===== config.mk =====
export PLATFORM = sky130hd
export DESIGN_NAME = rr_req_gnt_arbiter
export DESIGN_NICKNAME = d
export VERILOG_FILES = /design/src/rtl/arb_pkg.sv /design/src/rtl/rr_pick.sv /design/src/rtl/rr_req_gnt_arbiter.sv
export SDC_FILE = /design/constraint.sdc
export NUM_CORES = 1
export LEC_CHECK = 0
export BUFFER_PORTS_ARGS = -buffer_cell sky130_fd_sc_hd__buf_2
export CAP_MARGIN = 20
export CORE_MARGIN = 2
export CORE_UTILIZATION = 55
export CTS_CLUSTER_SIZE = 28
export DETAILED_ROUTE_END_ITERATION = 10
export GPL_TIMING_DRIVEN = 0
export PLACE_DENSITY = 0.86
export SLEW_MARGIN = 20
export SYNTH_ARGS = -nofsm -noshare
export SYNTH_HDL_FRONTEND = slang
export SYNTH_SLANG_ARGS = --single-unit

===== constraint.sdc =====
create_clock -name clk -period 2.2 [get_ports clk]
set_input_delay 0 -clock clk [delete_from_list [all_inputs] [get_ports clk]]
set_output_delay 0 -clock clk [all_outputs]
set_load 0.005 [all_outputs]

===== src/rtl/arb_pkg.sv =====
// Shared types, sizing helper and reset values for the request/grant arbiters.
package arb_pkg;

    typedef enum logic [1:0] {
        IDLE  = 2'd0,
        WAIT  = 2'd1,
        GRANT = 2'd2
    } arb_state_t;

    // Width for an index/counter over n values; never returns 0 so ports stay legal.
    function automatic int clog2_safe(input int n);
        return (n <= 2) ? 1 : $clog2(n);
    endfunction

    localparam arb_state_t ARB_RST_STATE   = IDLE;
    localparam logic       ARB_RST_BUSY    = 1'b0;
    localparam logic       ARB_RST_TIMEOUT = 1'b0;

endpackage


===== src/rtl/rr_pick.sv =====
// Rotating-priority encoder: first set request at or above ptr, wrapping to 0.
module rr_pick
    import arb_pkg::*;
#(
    parameter int NUM_CH = 4
) (
    input  logic [NUM_CH-1:0]             req,
    input  logic [clog2_safe(NUM_CH)-1:0] ptr,
    output logic [clog2_safe(NUM_CH)-1:0] winner,
    output logic                          any_req
);

    localparam int IW = clog2_safe(NUM_CH);
    // One spare bit so ptr + offset (at most 2*NUM_CH-2) never overflows before the wrap.
    localparam int JW = IW + 1;

    logic [JW-1:0] j;

    always_comb begin
        winner  = '0;
        any_req = 1'b0;
        j       = '0;
        for (int i = 0; i < NUM_CH; i++) begin
            j = {1'b0, ptr} + JW'(i);
            if (j >= JW'(NUM_CH)) begin
                j = j - JW'(NUM_CH);
            end
            if (!any_req && req[j[IW-1:0]]) begin
                any_req = 1'b1;
                winner  = j[IW-1:0];
            end
        end
    end

endmodule


===== src/rtl/rr_req_gnt_arbiter.sv =====
// Round-robin arbiter granting one of NUM_CH level requesters after GNT_DELAY edges,
// holding at most MAX_HOLD cycles and flagging a forced release with timeout_err.
module rr_req_gnt_arbiter
    import arb_pkg::*;
#(
    parameter int NUM_CH    = 4,
    parameter int GNT_DELAY = 2,
    parameter int MAX_HOLD  = 8
) (
    input  logic                      clk,
    input  logic                      rst,
    input  logic [NUM_CH-1:0]         req,
    output logic [NUM_CH-1:0]         gnt,
    output logic [$clog2(NUM_CH)-1:0] gnt_id,
    output logic                      busy,
    output logic                      timeout_err
);

    localparam int IW = clog2_safe(NUM_CH);
    localparam int CW = clog2_safe(GNT_DELAY + 1);
    localparam int HW = clog2_safe(MAX_HOLD + 1);

    arb_state_t        state_q, state_d;
    logic [IW-1:0]     ptr_q, ptr_d;
    logic [IW-1:0]     win_q, win_d;
    logic [CW-1:0]     cnt_q, cnt_d;
    logic [HW-1:0]     hold_q, hold_d;
    logic [NUM_CH-1:0] gnt_q, gnt_d;
    logic              busy_q, busy_d;
    logic              to_q, to_d;

    logic [IW-1:0]     pick_idx;
    logic              pick_any;
    logic [IW-1:0]     ptr_next;
    logic              req_win;

    rr_pick #(
        .NUM_CH (NUM_CH)
    ) u_rr_pick (
        .req     (req),
        .ptr     (ptr_q),
        .winner  (pick_idx),
        .any_req (pick_any)
    );

    // Explicit wrap keeps the increment correct for non-power-of-2 NUM_CH.
    assign ptr_next = (win_q == IW'(NUM_CH - 1)) ? '0 : win_q + 1'b1;
    assign req_win  = req[win_q];

    always_comb begin
        state_d = state_q;
        ptr_d   = ptr_q;
        win_d   = win_q;
        cnt_d   = cnt_q;
        hold_d  = hold_q;
        gnt_d   = gnt_q;
        busy_d  = busy_q;
        to_d    = 1'b0;
        case (state_q)
            IDLE: begin
                gnt_d  = '0;
                busy_d = 1'b0;
                if (pick_any) begin
                    win_d  = pick_idx;
                    busy_d = 1'b1;
                    if (GNT_DELAY == 1) begin
                        state_d = GRANT;
                        gnt_d   = NUM_CH'(1) << pick_idx;
                        hold_d  = '0;
                    end else begin
                        state_d = WAIT;
                        cnt_d   = CW'(1);
                    end
                end
            end
            WAIT: begin
                if (!req_win) begin
                    state_d = IDLE;
                    busy_d  = 1'b0;
                    ptr_d   = ptr_next;
                end else if (cnt_q == CW'(GNT_DELAY - 1)) begin
                    state_d = GRANT;
                    gnt_d   = NUM_CH'(1) << win_q;
                    hold_d  = '0;
                end else begin
                    cnt_d = cnt_q + 1'b1;
                end
            end
            GRANT: begin
                if (!req_win) begin
                    state_d = IDLE;
                    gnt_d   = '0;
                    busy_d  = 1'b0;
                    ptr_d   = ptr_next;
                end else if (hold_q == HW'(MAX_HOLD - 1)) begin
                    // hold_q counts from 0, so this edge ends the MAX_HOLD-th high cycle.
                    state_d = IDLE;
                    gnt_d   = '0;
                    busy_d  = 1'b0;
                    to_d    = 1'b1;
                    ptr_d   = ptr_next;
                end else begin
                    hold_d = hold_q + 1'b1;
                end
            end
            default: begin
                state_d = IDLE;
                gnt_d   = '0;
                busy_d  = 1'b0;
            end
        endcase
    end

    always_ff @(posedge clk) begin
        if (rst) begin
            state_q <= ARB_RST_STATE;
            ptr_q   <= '0;
            win_q   <= '0;
            cnt_q   <= '0;
            hold_q  <= '0;
            gnt_q   <= '0;
            busy_q  <= ARB_RST_BUSY;
            to_q    <= ARB_RST_TIMEOUT;
        end else begin
            state_q <= state_d;
            ptr_q   <= ptr_d;
            win_q   <= win_d;
            cnt_q   <= cnt_d;
            hold_q  <= hold_d;
            gnt_q   <= gnt_d;
            busy_q  <= busy_d;
            to_q    <= to_d;
        end
    end

    assign gnt         = gnt_q;
    assign gnt_id      = win_q;
    assign busy        = busy_q;
    assign timeout_err = to_q;

endmodule


==> flow_summary.toml, run 1 <==
[status]
status = "finished, final reports clean"

[timing]
min_period_ns = 1.818
maxSlewViolCount = 0
timing.final.crit_share = 0.8263
worst_pin_slew_ns = 0.4012
finalSetupViolCount = 0
tns_ns = 0
slew-limit-headroom = 0.7325
fin_worst_skew_ns = 0.008510
fmax_ghz = 0.5501
final_hold_viol_count = 0
rsz0062_at_grt = "no"
fin_ws_ns = 0.3821

[route]
ant_nets = 0
remaining_drc_errors = 0
routed_wl_um = 2420
first_iter_violations = 10
dr.pass1.iters = 4
wl_per_cell_um = 14.07
viasPerCell = 5.936
routed-via-count = 1021

[floorplan]
core_area_um2 = 1962
initial_core_util = 0.5784
die-area_um2 = 2443
io_pins = 14
die_x_um = 49.43
die_h_um = 49.43
core.rowCount = 16

[cts]
htree_levels = 1
clockBufferDepth = 2
clockRootBuffer = "clkbuf_4"
cts_buffers = 3
cts_setup_buffers = 0
clk_latency_ns = 0.30
cts_hold_buffers = 0
clk_pin_slew_ns = 0.10
tritoncts = "yes"
clock_sinks = 18
cts_resized = 0

[cells_and_area]
nets = 162
antennaDiodeCount = 0
layout-drive-gt1-share = 0.1931
area_growth_pct = 10.69
final_area_um2 = 1256

[power_and_ir_drop]
power.density_nw_per_um2 = 860.1
p_leak_nw = 0.5226
vdd_ir_drop_max_mv = 0.5222
power.total_mw = 1.080

[global_route]
grt_pass1_wl_um = 4002
antenna_found_initial = 0
gr-usage-all-layers = 0.2153
overflow = 0
grt_pass1_vias = 921
grt_max_degree = 11

[synthesis]
synth_commonest_cells = "dfxtp_1, a21oi_1, inv_1, ha_1, nand2_1"
syn_inst = 129
ys.flop_type = "dfxtp_1"
syn_avg_cell_area_um2 = 8.797
synth-seq-area-share = 0.3175
synth_top_area_frac = 0.3175
synth_most_common_cell = "dfxtp_1"
synth_top_area_cell = "dfxtp_1"
synth_cell_types = 44
synth_fp_nets = 144
async_flop_share = 0
yosys-top-cells-area = "dfxtp_1, ha_1, a21oi_1"
ys_warn_count = 0
ys_ff_latch = 18
syn_area_um2 = 1135
synth-edff-count = 0

[critical_path]
cp_slowest_cell = "mux4_2"
critPathCaptureType = "flip-flop"
cp_slowest_stage_delay_ns = 0.61
critPathMaxFanout = 6
crit_chain = "mux4_2 > inv_1 > o21a_1 > mux2_4"
crit_type = "flip-flop to flip-flop"
cp.required_ns = 2.41
worstPathArrival_ns = 2.02
start_kind = "flip-flop"

[placement]
pre_cts_ws_ns = 0.3825
placed_cell_area_um2 = 1234
gp_congestion = 0.7932
portBuffers = 13
hpwl_um = 1850

[worst_hold_path]
hp-class = "input port to flip-flop"

[flow_run]
drv_cap = 0
cells in the final DEF (no fill, tap or decap), types with 2 or more instances in the layout:
master	instances
a21oi_1	13
o21a_1	2
a221oi_1	2
mux2i_1	2
nand3b_1	3
clkbuf_4	3
buf_2	15
nand2_1	8
o21ai_0	6
nor4_1	2
dfxtp_1	18
nand3_1	3
inv_1	10
nor2_1	5
nand4_1	4
ha_1	9
o21ai_1	4
nor3_1	2
nor2b_1	6
nand2b_1	3
area by class of cell:
class / instances / area, um2
multi-input cells: 96 / 699.4
plain buffers: 5 / 37.54
inverters: 10 / 37.54
fillers: 186 / 705.7
clock buffers: 3 / 22.52
well taps: 27 / 33.78
repair buffers: 13 / 65.06
flip-flops and latches: 18 / 360.3
routing by layer:
layer,routed length [um],up-vias,GRT usage,part of all wire
met2,1203,28,0.3716,0.50
met5,0,-,0,0
met4,73,0,0.1204,0.030
met3,81,7,0.02761,0.033
li1,-,511,-,-
met1,1061,475,0.2562,0.44
where the power goes:
part	switching, mW	internal, mW
sequential	0.0456	0.372
combinational	0.282	0.212
clock	0.104	0.0640
kinds of logic after synthesis:
| group | after synthesis | share of synthesized area |
|---|---|---|
| AOI/OAI and AO/OA | 39 | 0.2360 |
| adders and majority gates | 9 | 0.09923 |
| buffers and inverters | 15 | 0.06616 |
| and+or+nand+nor | 43 | 0.2205 |
| muxes | 5 | 0.06063 |
| DFF | 18 | 0.3175 |
sequential cells by signal (all words and copies together) (netlist names):
signal,count
cnt_q,2
ptr_q,2
gnt,4
hold_q,4
gnt_id,2
timeout_err,1
busy,1
state_q,2
stage by stage:
step / cells / hold WS, ns / utilization
after detailed placement: 169 / 0.3763 / 0.6288
after CTS: 172 / 0.1076 / 0.6403
final: 172 / 0.1121 / 0.6403
after floorplan: 129 / 0.2215 / -
after global routing: 172 / 0.1265 / 0.6403
after global placement: 169 / 0.3782 / 0.6288
critical path: cells and delay by family (launching register included):
| family | cells | cell delay (ns) |
|---|---|---|
| DFF | 1 | 0.45 |
| muxes | 2 | 0.92 |
| AOI/OAI and AO/OA | 1 | 0.20 |
| buffers and inverters | 1 | 0.16 |
final timing paths:
check | startpoint | endpoint | slack (ns) | cells past startpoint
min | rst | timeout_err | 0.11 | 3
max reg2reg | gnt_id[1] | ptr_q[0] | 0.38 | 4
min reg2reg | gnt[0] | gnt[0] | 0.48 | 2
max | gnt_id[1] | ptr_q[0] | 0.38 | 4
(Power assumes the default switching activity.)
==> run 2: changes to the inputs <==
Settings changed: CORE_UTILIZATION 55 to 51, PLACE_DENSITY 0.86 to 0.84.
Clock period 2.2 ns to 1.6 ns, I/O delays scaled along.
==> flow_summary.toml, run 2 (same netlist as run 1, synthesis figures left out) <==
[power_and_ir_drop]
sw_frac_of_total = 0.3878
power.density_nw_per_um2 = 1218
seq_power_share = 0.338
power.share.combinational = 0.492
p_int_mw = 1.053
clkPwrFrac = 0.170
power.switching_mw = 0.6671
power.total_mw = 1.720
vdd_ir_drop_max_mv = 0.7760
p_leak_nw = 0.5766

[cells_and_area]
final_cell_mix = "buf_2, dfxtp_1, a21oi_1"
fin_util = 0.6575
layout-drive-gt1-share = 0.3571
nets = 170
fillCellCount = 169
multi_input_area_um2 = 769.5
final_common_cell = "buf_2"
register_area_um2 = 367.9
antennaDiodeCount = 0
final_cells = 182
area_growth_pct = 24.48

[critical_path]
reg2reg_from = "gnt_id[1]"
critPathCaptureType = "flip-flop"
reg2reg_slack_ns = -0.04
start_kind = "flip-flop"
r2r-end = "ptr_q[0]"
r2r_cells = 4
worstPathArrival_ns = 1.85
critPathMaxFanout = 5
crit_end = "ptr_q[0]"
cp.required_ns = 1.81
crit_type = "flip-flop to flip-flop"
startpoint = "gnt_id[1]"

[timing]
finalSetupViolCount = 10
fin_worst_skew_ns = 0.004126
fin_ws_ns = -0.04409
worst_pin_slew_ns = 0.4096
min_period_ns = 1.644
tns_ns = -0.1604
final_hold_viol_count = 0
slew-limit-headroom = 0.7269
fmax_ghz = 0.6082
maxSlewViolCount = 0
timing.final.crit_share = 1.028
rsz0062_at_grt = "yes"

[cts]
cts_hold_buffers = 0
clockBufferDepth = 2
clk_latency_ns = 0.30
clk_pin_slew_ns = 0.11
cts_buffers = 3
clock_sinks = 18
htree_levels = 1
clockRootBuffer = "clkbuf_4"
tritoncts = "yes"

[status]
violations = "setup timing"
status = "finished, violations left"

[flow_run]
drv_cap = 0

[worst_hold_path]
hp-class = "input port to flip-flop"

[route]
ant_nets = 0
dr_wl_met2_um = 1422
remaining_drc_errors = 0
routed-via-count = 1058
wl_met3_um = 124
viasPerCell = 5.813
dr.pass1.iters = 4
wl_per_cell_um = 14.98
wl_met1_um = 1132
first_iter_violations = 24
routed_wl_um = 2727
highest_layer = "met4"

[placement]
gp_congestion = 0.8130
hpwl_um = 1788
pre_cts_ws_ns = -0.1417
portBuffers = 13
dp.cells = 170

[floorplan]
initial_core_util = 0.5282
core_area_um2 = 2148
io_pins = 14
die-area_um2 = 2618
die_h_um = 51.17
core.rowCount = 17
die_x_um = 51.17

[global_route]
grt_pass1_vias = 957
overflow = 0
antenna_found_initial = 0
grt_pass1_wl_um = 4126
grt_max_degree = 11
gr-usage-all-layers = 0.2111
==> run 2: cell types whose count changed in the layout (fill, tap and decap cells not counted), sizes merged <==
cell / delta
buf: +8
clkbuf: +1
==> run 2: layout make-up <==
cell class | instances | share of cell area
multi-input combinational | 96 | 0.5447
clock buffer | 4 | 0.02569
timing repair buffer | 21 | 0.09123
inverter | 10 | 0.02657
buffer | 5 | 0.02657
sequential | 18 | 0.2604
tap | 28 | 0.02480
==> run 2: power by group through the flow <==
stage,clock (mW),sequential [mW],combinational [mW]
after detailed placement,0,0.583,0.670
after global placement,0,0.579,0.643
after floorplan,0,0.575,0.523
final,0.293,0.581,0.846
after global routing,0.312,0.588,0.925
after CTS,0.297,0.574,0.752
==> run 2: metal layers <==
metal,up-vias,track usage
met3,7,0.04971
met4,0,0.1126
met2,25,0.3550
li1,524,-
met5,-,0
met1,502,0.2468
==> run 2: how the worst min path moves through the flow <==
stage / depth (start not counted) / endpoint / from
floorplan: 3 / state_q[1] / req[2]
global placement: 1 / timeout_err / timeout_err
detailed placement: 1 / timeout_err / timeout_err
CTS: 4 / state_q[1] / req[2]
global route: 3 / timeout_err / rst
finish: 4 / state_q[1] / req[2]
==> run 2: per-stage QoR <==
step / area [um2] / hold slack (ns)
2_1_floorplan: 1139 / 0.2215
3_3_place_gp: 1239 / 0.3878
3_5_place_dp: 1239 / 0.3833
4_1_cts: 1344 / 0.09497
5_1_grt: 1413 / 0.1210
6_report: 1413 / 0.1106
==> run 2: worst max-delay path, stage by stage, from the launching register on <==
cell,delay (ns)
dfxtp_4,0.37
mux4_2,0.59
inv_2,0.11
o21a_1,0.18
mux2_4,0.30
==> run 2: repair_timing <==
item,4_1_cts,5_1_grt
setup buffers,6,2
hold endpoints to repair,0,0
resized for setup,6,14
setup endpoints to repair,10,11
pin swaps,6,4
